--- config.mk ---
export PLATFORM = sky130hd
export DESIGN_NAME = led_blink_sched
export DESIGN_NICKNAME = d
export VERILOG_FILES = /design/src/rtl/led_blink_sched.sv
export SDC_FILE = /design/constraint.sdc
export NUM_CORES = 1
export LEC_CHECK = 0
export CAP_MARGIN = 20
export CORE_ASPECT_RATIO = 0.8
export CORE_MARGIN = 3
export CORE_UTILIZATION = 57
export DETAILED_ROUTE_END_ITERATION = 16
export GPL_TIMING_DRIVEN = 0
export PLACE_DENSITY = 0.79
export SLEW_MARGIN = 20
export SYNTH_ARGS = -nofsm -noshare
export SYNTH_HDL_FRONTEND = slang
export SYNTH_SLANG_ARGS = --single-unit
--- constraint.sdc ---
create_clock -name CLK -period 2.45 [get_ports CLK]
set_clock_uncertainty 0.05 [all_clocks]
set_input_delay 0.735 -clock CLK [delete_from_list [all_inputs] [get_ports CLK]]
set_output_delay 0.735 -clock CLK [all_outputs]
set_load 0.05 [all_outputs]
--- src/rtl/led_blink_sched.sv ---
// LED blink-source scheduler: 1 Hz / 2 Hz waveform generator with glitch-free source switching.
// Optional switch debouncer is built when DEBOUNCE_EN is defined; otherwise REQ follows the synchronizer.
module led_blink_sched #(
    parameter int CLK_FREQ   = 50000000,
    parameter int DEB_CYCLES = 1000000
) (
    input  logic CLK,
    input  logic RST_N,
    input  logic GPIO_DIP1,
    output logic GPIO_LED1,
    output logic SEL_ACTIVE,
    output logic SWITCH_PENDING
);

    localparam int Q      = CLK_FREQ / 4;
    localparam int PERIOD = 4 * Q;
    localparam int PH_W   = $clog2(PERIOD);

    localparam logic [PH_W-1:0] PH_Q    = PH_W'(Q);
    localparam logic [PH_W-1:0] PH_2Q   = PH_W'(2 * Q);
    localparam logic [PH_W-1:0] PH_3Q   = PH_W'(3 * Q);
    localparam logic [PH_W-1:0] PH_LAST = PH_W'(PERIOD - 1);

    generate
        if (((CLK_FREQ % 4) != 0) || (CLK_FREQ < 4) || (DEB_CYCLES < 1)) begin : g_bad_params
            $error("led_blink_sched: invalid CLK_FREQ or DEB_CYCLES");
        end
    endgenerate

    typedef enum logic {
        ST_RUN  = 1'b0,
        ST_PEND = 1'b1
    } state_t;

    logic [PH_W-1:0] r_ph;
    logic            r_sync1;
    logic            r_sync2;
    logic            r_req;
    logic            r_sel;
    logic            r_led;
    state_t          r_state;
    state_t          w_state_next;
    logic            w_sel_next;
    logic            w_slow;
    logic            w_fast;

    // Free-running phase: never disturbed by a source switch.
    always_ff @(posedge CLK or negedge RST_N) begin
        if (!RST_N) begin
            r_ph <= '0;
        end else if (r_ph == PH_LAST) begin
            r_ph <= '0;
        end else begin
            r_ph <= r_ph + 1'b1;
        end
    end

    assign w_slow = (r_ph < PH_2Q);
    assign w_fast = (r_ph < PH_Q) || ((r_ph >= PH_2Q) && (r_ph < PH_3Q));

    always_ff @(posedge CLK or negedge RST_N) begin
        if (!RST_N) begin
            r_sync1 <= 1'b0;
            r_sync2 <= 1'b0;
        end else begin
            r_sync1 <= GPIO_DIP1;
            r_sync2 <= r_sync1;
        end
    end

`ifdef DEBOUNCE_EN
    localparam int DCNT_W = (DEB_CYCLES > 1) ? $clog2(DEB_CYCLES) : 1;
    localparam logic [DCNT_W-1:0] DCNT_LAST = DCNT_W'(DEB_CYCLES - 1);

    logic [DCNT_W-1:0] r_dcnt;

    // Any return of SYNC to REQ restarts the stability count.
    always_ff @(posedge CLK or negedge RST_N) begin
        if (!RST_N) begin
            r_dcnt <= '0;
            r_req  <= 1'b0;
        end else if (r_sync2 == r_req) begin
            r_dcnt <= '0;
        end else if (r_dcnt == DCNT_LAST) begin
            r_req  <= r_sync2;
            r_dcnt <= '0;
        end else begin
            r_dcnt <= r_dcnt + 1'b1;
        end
    end
`else
    always_ff @(posedge CLK or negedge RST_N) begin
        if (!RST_N) begin
            r_req <= 1'b0;
        end else begin
            r_req <= r_sync2;
        end
    end
`endif

    // Commit only at the start of quarter 3, where both waveforms are low;
    // a withdrawn request takes priority over the commit.
    always_comb begin
        w_state_next = r_state;
        w_sel_next   = r_sel;
        case (r_state)
            ST_RUN: begin
                if (r_req != r_sel) begin
                    w_state_next = ST_PEND;
                end
            end
            ST_PEND: begin
                if (r_req == r_sel) begin
                    w_state_next = ST_RUN;
                end else if (r_ph == PH_3Q) begin
                    w_sel_next   = r_req;
                    w_state_next = ST_RUN;
                end
            end
            default: begin
                w_state_next = ST_RUN;
            end
        endcase
    end

    always_ff @(posedge CLK or negedge RST_N) begin
        if (!RST_N) begin
            r_state <= ST_RUN;
            r_sel   <= 1'b0;
            r_led   <= 1'b0;
        end else begin
            r_state <= w_state_next;
            r_sel   <= w_sel_next;
            r_led   <= r_sel ? w_fast : w_slow;
        end
    end

    assign GPIO_LED1      = r_led;
    assign SEL_ACTIVE     = r_sel;
    assign SWITCH_PENDING = (r_state == ST_PEND);

endmodule
==> results of run 1 <==
per-stage QoR:
step	util	total power, mW	std cells	hold WS [ps]	worst slack [ps]
2_1_floorplan	-	0.547	167	281	493
3_3_place_gp	0.638	0.562	210	282	85.8
3_5_place_dp	0.636	0.562	210	285	357
4_1_cts	0.681	1.10	218	299	80.2
5_1_grt	0.681	1.13	218	305	29.1
6_report	0.681	1.10	218	300	95.3
sequential cells by signal, summed over array words and instances (netlist names):
name and count:
SEL_ACTIVE 1, r_sync1 1, r_sync2 1, r_req 1, SWITCH_PENDING 1, r_ph 26
GPIO_LED1 1
power by group:
group	total, mW	internal (mW)	switching (mW)	leakage [nW]
logic	0.0178	0.00428	0.0136	0.296
clock network	0.548	0.359	0.189	0.0645
registers	0.533	0.532	0.00146	0.418
worst register-to-register path, delay by kind of cell (launching register included):
family | cells | cell delay [ps]
compound gates | 2 | 340
fa+ha+maj | 1 | 220
buf+inv | 2 | 290
flops | 1 | 400
simple gates | 3 | 700
layer usage:
metal  vias to the layer above  global-route usage
li1                        628                   -
met3                         5              0.0493
met5                         -                   0
met1                       646               0.299
met2                        40               0.350
met4                         0              0.0640
cell families after synthesis:
| family | count (synthesis) | share of synthesized area |
|---|---|---|
| AND/OR/NAND/NOR | 82 | 0.278 |
| AO/OA/AOI/OAI | 19 | 0.0790 |
| flip-flops | 32 | 0.473 |
| multiplexers | 1 | 0.00665 |
| buffers and inverters | 11 | 0.0480 |
| adder cells (fa/ha/maj) | 1 | 0.00738 |
| XOR/XNOR | 21 | 0.109 |
worst max path at each step:
stage	slack, ps	endpoint	start	cells past startpoint
after global routing	30	SEL_ACTIVE	SEL_ACTIVE$_DFFE_PN0P_	1
after detailed placement	360	r_ph[22]$_DFF_PN0_	r_ph[0]$_DFF_PN0_	8
after global placement	90	r_ph[15]$_DFF_PN0_	RST_N	1
final	100	SEL_ACTIVE	SEL_ACTIVE$_DFFE_PN0P_	1
after floorplan	490	r_ph[22]$_DFF_PN0_	r_ph[0]$_DFF_PN0_	8
after CTS	80	SEL_ACTIVE	SEL_ACTIVE$_DFFE_PN0P_	1
final cells by class:
| type | count | area, um2 | share of cell area |
|---|---|---|---|
| plain buffers | 8 | 70.1 | 0.0366 |
| multi-input cells | 124 | 812 | 0.424 |
| inverters | 3 | 11.3 | 0.00589 |
| clock buffers | 7 | 96.3 | 0.0504 |
| flip-flops and latches | 32 | 801 | 0.419 |
| well taps | 38 | 47.5 | 0.0249 |
| clock inverters | 1 | 30.0 | 0.0157 |
| repair buffers | 5 | 45.0 | 0.0235 |
cell usage in the layout, fill, tap and decap left out, types with 3 or more instances in the layout:
cell type and n:
or3_1 5, o21ai_0 3, nor2_1 17, nor3_1 11, nor4_1 4, inv_1 3
nand2_1 12, clkdlybuf4s50_1 4, nand3_1 13, clkbuf_8 7, buf_6 5, nand4_1 4
buf_2 3, and4_1 3, xor2_1 7, a21oi_1 4, xnor2_1 14, dfrtp_1 32
cell usage after synthesis (all sizes together), types with 3 or more instances:
master,count
nor2,17
nor4,4
inv,3
nor3,13
xor2,7
xnor2,14
nand2,12
a21oi,4
o21ai,3
nand3,13
or3,5
buf,7
dfrtp,32
and4,5
nand4,5
==> results.py, run 1 <==
metrics = {
    "global_route": {
        "grt_pass1_wl_um": 5800,
        "grt_usage": 0.219,
        "antenna_found_initial": 0,
        "grt_start_max_net_pins": 33,
        "overflow": 0,
        "grt_pass1_vias": 1228,
    },
    "hold_path": {
        "hold_start": "r_sync2$_DFF_PN0_",
        "hp-class": "register to register",
        "holdPathEnd": "r_req$_DFF_PN0_",
        "worstHoldPathCells": 0,
    },
    "drt": {
        "top_layer_used": "met4",
        "vias_per_cell": 6.05,
        "vias": 1319,
        "ant_nets": 0,
        "post_drt_wl_per_cell_um": 15.7,
        "drcViolationCount": 0,
        "wirelength_met1_um": 1610,
        "firstDrtPassIters": 4,
        "drt_iter0_drc": 112,
        "postRouteWirelength_um": 3430,
        "wl_met2_um": 1600,
        "wl_met3_um": 186,
    },
    "sta": {
        "fmax_mhz": 425,
        "slew_headroom": 0.538,
        "setup_viol": 0,
        "grt_setup_unrepaired": "false",
        "finalHoldViolCount": 0,
        "tightestPinTransition_ps": 692,
        "fin_crit_ps": 2350,
        "slew_violations": 0,
        "fin_crit_sh": 0.961,
        "finalSetupTns_ps": 0,
    },
    "outcome": {
        "status": "complete, no violations",
    },
    "clocking": {
        "clkSlewWorstSetupHoldPaths_ps": 60,
        "ctsRootBufferMaster": "clkbuf_8",
        "cts.sinks": 32,
        "cts_setup_buffers": 0,
        "cts_htree_levels": 2,
        "cts_tree": "done",
        "cts_resized": 0,
        "clock_latency_ps": 280,
        "cts_inserted_buffers": 5,
        "holdBufCountCts": 0,
        "clockBufferDepth": 2,
    },
    "setup_path": {
        "cp_top_family": "buffers and inverters",
        "required_ps": 1660,
        "reg2reg_setup_slack_ps": 350,
        "path_buf_inv": 1,
        "reg2reg_depth": 8,
        "crit_path_max_fanout": 6,
        "crit_path_end_kind": "output port",
        "path_cells": "clkdlybuf4s50_1",
        "cp_slowest_cell": "clkdlybuf4s50_1",
        "worstPathArrival_ps": 1570,
        "critical_path_class": "register to output port",
        "rr_startpoint": "r_ph[0]$_DFF_PN0_",
        "worst_path_largest_cell_delay_ps": 840,
        "reg2reg_to": "r_ph[22]$_DFF_PN0_",
        "start_kind": "register",
    },
    "yosys": {
        "synth-edff-count": 0,
        "yosys_warnings": 0,
        "ys_dominant_reg_cell": "dfrtp_1",
        "synth_fp_nets": 171,
        "syn_area_per_cell_um2": 10.1,
        "synth_area_mm2": 0.00169,
        "synth_largest_area_cell": "dfrtp_1",
        "ys_types": 39,
        "seq_area_frac_synth": 0.473,
        "ys_top_cells_by_area": "dfrtp_1, xnor2_1, nand3_1",
        "synth_top_area_share": 0.473,
        "synthCells": 167,
        "async_flop_share": 1.00,
        "ys_ff_latch": 32,
    },
    "final_layout": {
        "n_antenna_cell": 0,
        "nets": 183,
        "syn_to_final_growth_pct": 12.9,
        "fill_cells": 240,
        "final_area_mm2": 0.00191,
        "drive_gt1_frac": 0.128,
    },
    "floorplan": {
        "die_x_um": 67.0,
        "coreArea_mm2": 0.00281,
        "die_area_mm2": 0.00367,
        "io_pins": 6,
        "start_util": 0.603,
        "placementRows": 17,
        "die_h_um": 54.8,
    },
    "power": {
        "ir_drop_mv": 0.515,
        "p_leak_nw": 0.778,
        "power_density_mw_per_mm2": 574,
    },
    "run": {
        "max-cap-violations": 0,
    },
    "placement": {
        "portBuffers": 5,
        "dp_hpwl_um": 2410,
        "gp_congestion": 0.965,
        "placed_area_mm2": 0.00179,
    },
}
(Power assumes the default switching activity.)
==> run 2, diff against run 1 <==
- CAP_MARGIN: 20 -> unset
==> results of run 2 <==
Final layout, timing and power as in run 1 (identical DEF).
